<file path="src/rtl/seg_scan_ctrl.sv">
`timescale 1ns/1ps
// Six-digit dynamic-scan driver: a sequential double-dabble converter feeds a display
// buffer, which is blanked, signed and time-multiplexed onto registered sel/seg.
module seg_scan_ctrl #(
  parameter int CNT_MAX = 49_999
) (
  input  logic        sys_clk,
  input  logic        sys_rst_n,
  input  logic [19:0] data,
  input  logic [5:0]  point,
  input  logic        sign,
  input  logic        seg_en,
  output logic [5:0]  sel,
  output logic [7:0]  seg,
  output logic        conv_busy
);

  localparam int CW = $clog2(CNT_MAX + 1);

  typedef enum logic [1:0] {IDLE, SHIFT, DONE} state_t;

  state_t        r_state, w_next_state;
  logic [CW-1:0] r_cnt_slot;
  logic [2:0]    r_dig;
  logic          r_init_done;
  logic [19:0]   r_bin;
  logic [23:0]   r_acc;
  logic [4:0]    r_bit;
  logic [5:0]    r_sh_point;
  logic          r_sh_sign;
  logic [23:0]   r_buf_bcd;
  logic [5:0]    r_buf_point;
  logic          r_buf_sign;
  logic          r_buf_vld;
  logic [5:0]    r_sel;
  logic [7:0]    r_seg;

  logic          w_slot_end, w_start;
  logic [19:0]   w_clamped;
  logic [23:0]   w_adj;
  logic [5:0]    w_zero, w_blank, w_minus;
  logic [7:0]    w_code [0:5];
  logic [7:0]    w_cur;

  function automatic logic [7:0] seg7(input logic [3:0] d);
    case (d)
      4'd0: seg7 = 8'hC0;
      4'd1: seg7 = 8'hF9;
      4'd2: seg7 = 8'hA4;
      4'd3: seg7 = 8'hB0;
      4'd4: seg7 = 8'h99;
      4'd5: seg7 = 8'h92;
      4'd6: seg7 = 8'h82;
      4'd7: seg7 = 8'hF8;
      4'd8: seg7 = 8'h80;
      4'd9: seg7 = 8'h90;
      default: seg7 = 8'hFF;
    endcase
  endfunction

  assign w_slot_end = (r_cnt_slot == CW'(CNT_MAX));
  // r_init_done is low only during the first clock after reset, giving the boot conversion.
  assign w_start    = !r_init_done || (w_slot_end && r_dig == 3'd5);
  assign w_clamped  = (data > 20'd999_999) ? 20'd999_999 : data;
  assign conv_busy  = (r_state != IDLE);
  assign sel        = r_sel;
  assign seg        = r_seg;

  always_ff @(posedge sys_clk or negedge sys_rst_n) begin
    if (!sys_rst_n) begin
      r_cnt_slot  <= '0;
      r_dig       <= 3'd0;
      r_init_done <= 1'b0;
    end else begin
      r_init_done <= 1'b1;
      if (w_slot_end) begin
        r_cnt_slot <= '0;
        r_dig      <= (r_dig == 3'd5) ? 3'd0 : r_dig + 3'd1;
      end else begin
        r_cnt_slot <= r_cnt_slot + CW'(1);
      end
    end
  end

  always_ff @(posedge sys_clk or negedge sys_rst_n) begin
    if (!sys_rst_n) r_state <= IDLE;
    else            r_state <= w_next_state;
  end

  always_comb begin
    w_next_state = r_state;
    case (r_state)
      IDLE:    if (w_start) w_next_state = SHIFT;
      SHIFT:   if (r_bit == 5'd19) w_next_state = DONE;
      DONE:    w_next_state = IDLE;
      default: w_next_state = IDLE;
    endcase
  end

  always_comb begin
    w_adj = r_acc;
    for (int i = 0; i < 6; i++) begin
      if (r_acc[4*i +: 4] >= 4'd5) w_adj[4*i +: 4] = r_acc[4*i +: 4] + 4'd3;
    end
  end

  always_ff @(posedge sys_clk or negedge sys_rst_n) begin
    if (!sys_rst_n) begin
      r_bin       <= '0;
      r_acc       <= '0;
      r_bit       <= '0;
      r_sh_point  <= '0;
      r_sh_sign   <= 1'b0;
      r_buf_bcd   <= '0;
      r_buf_point <= '0;
      r_buf_sign  <= 1'b0;
      r_buf_vld   <= 1'b0;
    end else if (r_state == IDLE && w_start) begin
      r_bin      <= w_clamped;
      r_acc      <= '0;
      r_bit      <= '0;
      r_sh_point <= point;
      r_sh_sign  <= sign;
    end else if (r_state == SHIFT) begin
      r_acc <= (w_adj << 1) | {23'd0, r_bin[19]};
      r_bin <= r_bin << 1;
      r_bit <= r_bit + 5'd1;
    end else if (r_state == DONE) begin
      r_buf_bcd   <= r_acc;
      r_buf_point <= r_sh_point;
      r_buf_sign  <= r_sh_sign;
      r_buf_vld   <= 1'b1;
    end
  end

  // Blanking is monotone upward, so the minus sits on the lowest blank digit above a shown one.
  always_comb begin
    logic w_run;
    w_run   = 1'b1;
    w_zero  = '0;
    w_minus = '0;
    for (int k = 5; k >= 0; k--) begin
      w_run     = w_run && (r_buf_bcd[4*k +: 4] == 4'd0) && !r_buf_point[k];
      w_zero[k] = w_run;
    end
    w_blank = w_zero & 6'b111110;
    for (int k = 1; k < 6; k++) begin
      w_minus[k] = r_buf_sign && w_blank[k] && !w_blank[k-1];
    end
    for (int k = 0; k < 6; k++) begin
      if (!r_buf_vld)      w_code[k] = 8'hFF;
      else if (w_blank[k]) w_code[k] = w_minus[k] ? 8'hBF : 8'hFF;
      else                 w_code[k] = seg7(r_buf_bcd[4*k +: 4]) & {~r_buf_point[k], 7'h7F};
    end
  end

  always_comb begin
    case (r_dig)
      3'd0:    w_cur = w_code[0];
      3'd1:    w_cur = w_code[1];
      3'd2:    w_cur = w_code[2];
      3'd3:    w_cur = w_code[3];
      3'd4:    w_cur = w_code[4];
      3'd5:    w_cur = w_code[5];
      default: w_cur = 8'hFF;
    endcase
  end

  always_ff @(posedge sys_clk or negedge sys_rst_n) begin
    if (!sys_rst_n) begin
      r_sel <= 6'd0;
      r_seg <= 8'hFF;
    end else if (seg_en) begin
      r_sel <= 6'd1 << r_dig;
      r_seg <= w_cur;
    end else begin
      r_sel <= 6'd0;
      r_seg <= 8'hFF;
    end
  end

endmodule

</file>
<file path="config.mk">
export PLATFORM = sky130hd
export DESIGN_NAME = seg_scan_ctrl
export DESIGN_NICKNAME = d
export VERILOG_FILES = /design/src/rtl/seg_scan_ctrl.sv
export SDC_FILE = /design/constraint.sdc
export NUM_CORES = 1
export LEC_CHECK = 0
export BUFFER_PORTS_ARGS = -buffer_cell sky130_fd_sc_hd__buf_2
export CAP_MARGIN = 20
export CORE_ASPECT_RATIO = 1.75
export CORE_UTILIZATION = 61
export DETAILED_ROUTE_END_ITERATION = 7
export PLACE_DENSITY = 0.8
export SLEW_MARGIN = 20
export SYNTH_ARGS = -nofsm -noshare
export SYNTH_HDL_FRONTEND = slang
export SYNTH_SLANG_ARGS = --single-unit
</file>
<file path="constraint.sdc">
create_clock -name sys_clk -period 2.7 [get_ports sys_clk]
set_input_delay 0.135 -clock sys_clk [delete_from_list [all_inputs] [get_ports sys_clk]]
set_output_delay 0.135 -clock sys_clk [all_outputs]
set_load 0.01 [all_outputs]
</file>
==> results.toml, run 1 <==
[timing]
timing.hold.ws_ps = 12.08
tns_ps = 0
rsz0062_at_grt = "no"
fmaxAchievable_mhz = 392.6
hold_viol = 0
min_period_ps = 2547
slew_headroom_pct = 44.63
setup_slack_ps = 153.1
setup_viol = 0
fin_skew_ps = 8.688
tightest_slew_ps = 830.5
timing.final.crit_share_pct = 94.33
finalMaxSlewViolations = 0

[die]
ioPinCount = 45
start_util_pct = 62.61
dieWidth_microns = 84.42
die-area_sq_mm = 0.01234
rows = 52
core_region_area_sq_mm = 0.01158
die_h_microns = 146.2

[drt]
met2_length_microns = 9717
drt_iter0_markers = 491
postRouteAntennaNets = 0
vias_per_cell = 6.252
dr.pass1.iters = 8
wl_met3_microns = 686
wl_met1_microns = 6876
top_layer_used = "met4"
drc = 10
vias = 6114
routedWlPerCell_microns = 18.70
routed_wl_microns = 18290

[logic_synthesis]
yosysWarnings = 0
synth_top_area_cell = "dfrtp_1"
yosysUniqueCellTypes = 68
ys_seq_area_share_pct = 42.93
syn_area_sq_mm = 0.007251
synthTopCellsByArea = "dfrtp_1 40%, ha_1 7.2%, mux2_2 4.3%"
synth_common_cells = "116 x dfrtp_1, 58 x o21ai_0, 57 x nand2_1"
yosysMostFrequentCell = "dfrtp_1"
synth_edf_count = 0
synth-async-reset-ratio_pct = 100.0
synth_flop_cell = "dfrtp_1"
avgSynthCellArea_sq_um = 9.604
syn_nets = 827
ys_ff_latch = 124
yosys.area.top_type_share_pct = 40.03
syn_inst = 755

[job]
drv_cap = 0

[grt]
grt_max_degree = 48
grt_pass1_wl_microns = 30100
grt_pass1_vias = 6293
antenna_found_initial = 0
overflow = 0
grtUsageTotal_pct = 31.23

[pwr]
p_seq_share_pct = 36.4
power.density_mw_per_mm2 = 923.0
combPwrFrac_pct = 36.7
p_leak_nw = 3.874
p_clk_share_pct = 26.9
irDropWorstVdd_uv = 625.6
swShare_pct = 36.52
p_switching_mw = 2.863
p_int_mw = 4.975

[placed_design]
routabilityCongestion = 1.034
pre_cts_slack_ps = 43.12
dp_hpwl_microns = 12960
port-buffer-count = 44

[worst_setup_path]
slowest_stage = "or4b_4"
r2r-end = "r_bin[10]$_DFFE_PN0P_"
critical-path-top-delay-family = "simple AND/OR/NAND/NOR gates"
slowest_delay_ps = 570
arrival_ps = 2900
crit_required_ps = 3050
path_depth = 6
worstReg2RegStart = "r_cnt_slot[5]$_DFF_PN0_"
crit_chain = "or4b_4 > nor4_4 > a21oi_2 > buf_4 > nor4_4 > a221o_1"
ff2ff_path_depth = 6
worstSetupStartpointType = "flop"
crit_type = "reg -> reg"
crit_buf_inv = 1
end_kind = "flop"
path_common_cell = "nor4_4"
cp_max_fo = 12
r2r_slack_ps = 150
crit_path_end = "r_bin[10]$_DFFE_PN0P_"
cp-startpoint = "r_cnt_slot[5]$_DFF_PN0_"

[layout]
drive_gt1_share_pct = 18.86
n_antenna_cell = 0
syn_to_final_growth_pct = 17.12
fin_nets = 902

[clock_network]
clock_latency_ps = 420
cts_root_buf = "clkbuf_16"
post_cts_buffers = 0
clock_path_buffers = 2
cts.sinks = 124
clkTransAtPathRegs_ps = 60
cts_made_buffers = 17
htree_levels = 4
cts_tree = "done"

[worst_hold_path]
hp-class = "in -> reg"

[status]
run_status = "complete, but fails checks"
violations = "design-rule violations"
-- layer usage --
layer	GRT usage, %	vias up
met2	56.35	210
met5	0	-
met3	6.218	66
met1	32.67	2990
met4	19.92	0
li1	-	2848
-- worst min-delay path by stage --
stage                     startpoint                 endpoint  slack, ps  depth (start not counted)
after global routing          seg_en         sel[4]$_DFF_PN0_         20                          2
final                         seg_en         sel[4]$_DFF_PN0_         10                          2
after floorplan            sys_rst_n     r_acc[0]$_DFFE_PN0P_       -160                          0
after detailed placement   sys_rst_n  r_cnt_slot[1]$_DFF_PN0_        130                          1
after CTS                     seg_en         sel[4]$_DFF_PN0_          2                          2
after global placement     sys_rst_n  r_cnt_slot[3]$_DFF_PN0_        120                          1
-- placed cells by master (no fill, tap or decap), types with 16 or more instances in the layout --
cell type and instances:
a21oi_1 42, and2_1 16, buf_2 43, buf_4 32, clkbuf_16 17, dfrtp_1 116, dlygate4sd3_1 20, ha_1 42
inv_1 41, mux2_2 28, nand2_1 57, nand2b_1 25, nand3_1 17, nor2_1 39, nor2b_1 17, nor3_1 18
o21ai_0 58
-- registers in the layout, summed over array words and instances, names as in the netlist --
signal	count
r_acc	24
r_bin	20
r_bit	5
r_buf_bcd	24
r_buf_point	6
r_buf_sign	1
r_buf_vld	1
r_cnt_slot	16
r_dig	3
r_init_done	1
r_sh_point	6
r_sh_sign	1
r_state	2
seg	8
sel	6
-- through the flow --
stage	total power [mW]	std cells	cell area [sq um]	utilization (%)
2_1_floorplan	4.796	755	7251	-
3_3_place_gp	5.492	926	7731	66.76
3_5_place_dp	5.662	926	7731	66.76
4_1_cts	7.818	978	8479	73.22
5_1_grt	8.312	978	8492	73.33
6_report	7.838	978	8492	73.33
-- power groups by stage --
stage	combinational, mW	clock (mW)	sequential (mW)
2_1_floorplan	2.15	0	2.65
3_3_place_gp	2.68	0	2.82
3_5_place_dp	2.81	0	2.85
4_1_cts	2.86	2.13	2.83
5_1_grt	3.19	2.21	2.91
6_report	2.88	2.11	2.85
-- cell type report --
cell class,count,area [sq um]
Inverter,41,153.9
Sequential cell,124,3113
Tap cell,135,168.9
Clock buffer,22,454.2
Clock inverter,10,93.84
Timing Repair Buffer,96,675.6
Multi-Input combinational cell,550,3832
Fill cell,818,3089
-- timing repair --
| item | in CTS | in global routing |
|---|---|---|
| gates resized for setup | 0 | 2 |
| endpoints found under the hold margin | 47 | 0 |
| hold buffers | 20 | 0 |
| setup endpoints to repair | 0 | 1 |
-- logic make-up (layout without fill, tap and decap cells) --
| kind of cell | count (synthesis) | count (layout) | share of synthesized area, % |
|---|---|---|---|
| simple gates | 248 | 248 | 18.90 |
| compound gates | 198 | 198 | 18.07 |
| flops | 124 | 124 | 42.93 |
| buf+inv | 81 | 169 | 4.418 |
| fa+ha+maj | 42 | 42 | 7.248 |
| mux | 31 | 31 | 4.763 |
| xor+xnor | 30 | 30 | 3.624 |
| other cells | 1 | 1 | 0.05172 |
Note: power is estimated with default switching activity, not from simulation.
==> run 2: changes to the inputs <==
==> constraint.sdc (replaced) <==
create_clock -name sys_clk -period 2.5 [get_ports sys_clk]
set_input_delay 0.125 -clock sys_clk [delete_from_list [all_inputs] [get_ports sys_clk]]
set_output_delay 0.125 -clock sys_clk [all_outputs]
set_load 0.01 [all_outputs]
==> results.toml, run 2 (synthesis results as in run 1) <==
[layout]
final_common_cell = "dfrtp_1"
syn_to_final_growth_pct = 19.76
layout_common_cells = "116 x dfrtp_1, 58 x o21ai_0, 57 x nand2_1, 49 x buf_4, 43 x buf_2"
finalNonFillerCells = 995
reg_top3 = "r_acc x24, r_buf_bcd x24, r_bin x20"
fin_nets = 921
n_antenna_cell = 0
drive_gt1_share_pct = 20.70
finish.instance_area_sq_mm = 0.008683

[drt]
drt_iter0_markers = 359
wl_met1_microns = 6837
top_layer_used = "met4"
postRouteAntennaNets = 0
routedWlPerCell_microns = 18.50
drc = 6
wl_met3_microns = 738
routed_wl_microns = 18400
vias_per_cell = 6.221
vias = 6190
dr.pass1.iters = 8
met2_length_microns = 9870

[timing]
setup_viol = 0
setup_slack_ps = 113.8
fmaxAchievable_mhz = 419.1
finalMaxSlewViolations = 0
timing.final.crit_share_pct = 95.45
hold_viol = 0
tightest_slew_ps = 797.3
slew_headroom_pct = 46.84
fin_skew_ps = 9.988
min_period_ps = 2386

[clock_network]
clock_latency_ps = 420
cts_made_buffers = 17
cts_root_buf = "clkbuf_16"
clock_path_buffers = 2
htree_levels = 4
cts.sinks = 124
clkTransAtPathRegs_ps = 60
cts_tree = "done"

[die]
die-area_sq_mm = 0.01234
core_region_area_sq_mm = 0.01158
start_util_pct = 62.61
die_h_microns = 146.2
ioPinCount = 45
rows = 52
dieWidth_microns = 84.42

[worst_setup_path]
worstSetupStartpointType = "flop"
cp_max_fo = 9
r2r-end = "r_bin[10]$_DFFE_PN0P_"
crit_type = "reg -> reg"
end_kind = "flop"
r2r_slack_ps = 110
crit_required_ps = 2850
ff2ff_path_depth = 8
arrival_ps = 2740
worstReg2RegStart = "r_cnt_slot[9]$_DFF_PN0_"

[worst_hold_path]
hp-class = "in -> reg"
min_from = "data[1]"
whs_path_depth = 3
hold-path-endpoint = "r_bin[1]$_DFFE_PN0P_"

[grt]
grt_max_degree = 50
grt_pass1_vias = 6371
antenna_found_initial = 0
grt_pass1_wl_microns = 30720
overflow = 0
grtUsageTotal_pct = 31.91

[pwr]
power.density_mw_per_mm2 = 1014
finalPower_mw = 8.803
p_leak_nw = 3.992
irDropWorstVdd_uv = 689.2

[placed_design]
port-buffer-count = 44
routabilityCongestion = 0.9394
dp_hpwl_microns = 13060
dp_cells = 941
pre_cts_slack_ps = 4.606
place_area_sq_mm = 0.007844

[status]
run_status = "complete, but fails checks"
violations = "design-rule violations"

[job]
drv_cap = 0
==> run 2: cell count changes in the layout (fill, tap and decap cells not counted), sizes merged <==
cell / delta
dlygate4sd3: +2
clkinvlp: -1
bufinv: +2
clkbuf: -3
buf: +17
==> run 2: layer usage <==
| metal | vias to the layer above | track usage, % |
|---|---|---|
| met4 | 0 | 19.32 |
| met5 | - | 0 |
| met1 | 3004 | 34.51 |
| met3 | 68 | 5.596 |
| met2 | 229 | 57.42 |
| li1 | 2889 | - |
==> run 2: final cells by class <==
type | instances | area [sq um]
multi-input cells | 550 | 3835
clock buffers | 19 | 442.9
well taps | 135 | 168.9
flip-flops and latches | 124 | 3113
repair buffers | 115 | 823.3
inverters | 41 | 153.9
fillers | 825 | 2898
clock inverters | 11 | 146.4
==> run 2: what timing repair did <==
action | CTS | global route
endpoints found under the hold margin | 63 | 0
hold buffers | 22 | 0
setup buffers | 0 | 2
resized for setup | 1 | 4
pin swaps | 0 | 2
setup endpoints to repair | 1 | 21
gates cloned | 0 | 0
==> run 2: worst max-delay path by stage <==
stage,from,endpoint,slack (ps),cells after the start
floorplan,r_cnt_slot[5]$_DFF_PN0_,r_acc[10]$_DFFE_PN0P_,140,7
global placement,r_buf_bcd[20]$_DFFE_PN0P_,seg[6]$_DFF_PN1_,60,9
detailed placement,r_cnt_slot[5]$_DFF_PN0_,r_acc[14]$_DFFE_PN0P_,5,6
CTS,r_buf_bcd[20]$_DFFE_PN0P_,seg[6]$_DFF_PN1_,5,6
global route,r_buf_bcd[16]$_DFFE_PN0P_,seg[6]$_DFF_PN1_,-20,9
finish,r_cnt_slot[9]$_DFF_PN0_,r_bin[10]$_DFFE_PN0P_,110,8
==> run 2: critical path, cell delays in order (launching register included) <==
cell and delay [ps]:
dfrtp_1 410, or4bb_1 540, nor4_4 220, buf_4 180, a21oi_2 140, buf_4 230, nor4_4 260, buf_4 190
a221o_1 150
==> run 2: stage by stage <==
stage                     utilization, %  hold WS (ps)  setup TNS (ps)
final                              74.98         12.29               0
after floorplan                        -        -170.6               0
after global placement             67.73         134.7               0
after detailed placement           67.73         146.7               0
after CTS                          74.72         13.01               0
after global routing               74.98         29.13          -15.54
==> run 2: power breakdown <==
group	switching (mW)	leakage, nW	internal (mW)	total (mW)
Clock	0.894	0.285	1.58	2.47
Sequential	0.561	1.61	2.51	3.08
Combinational	1.70	2.09	1.55	3.25
Total	3.16	3.99	5.64	8.80
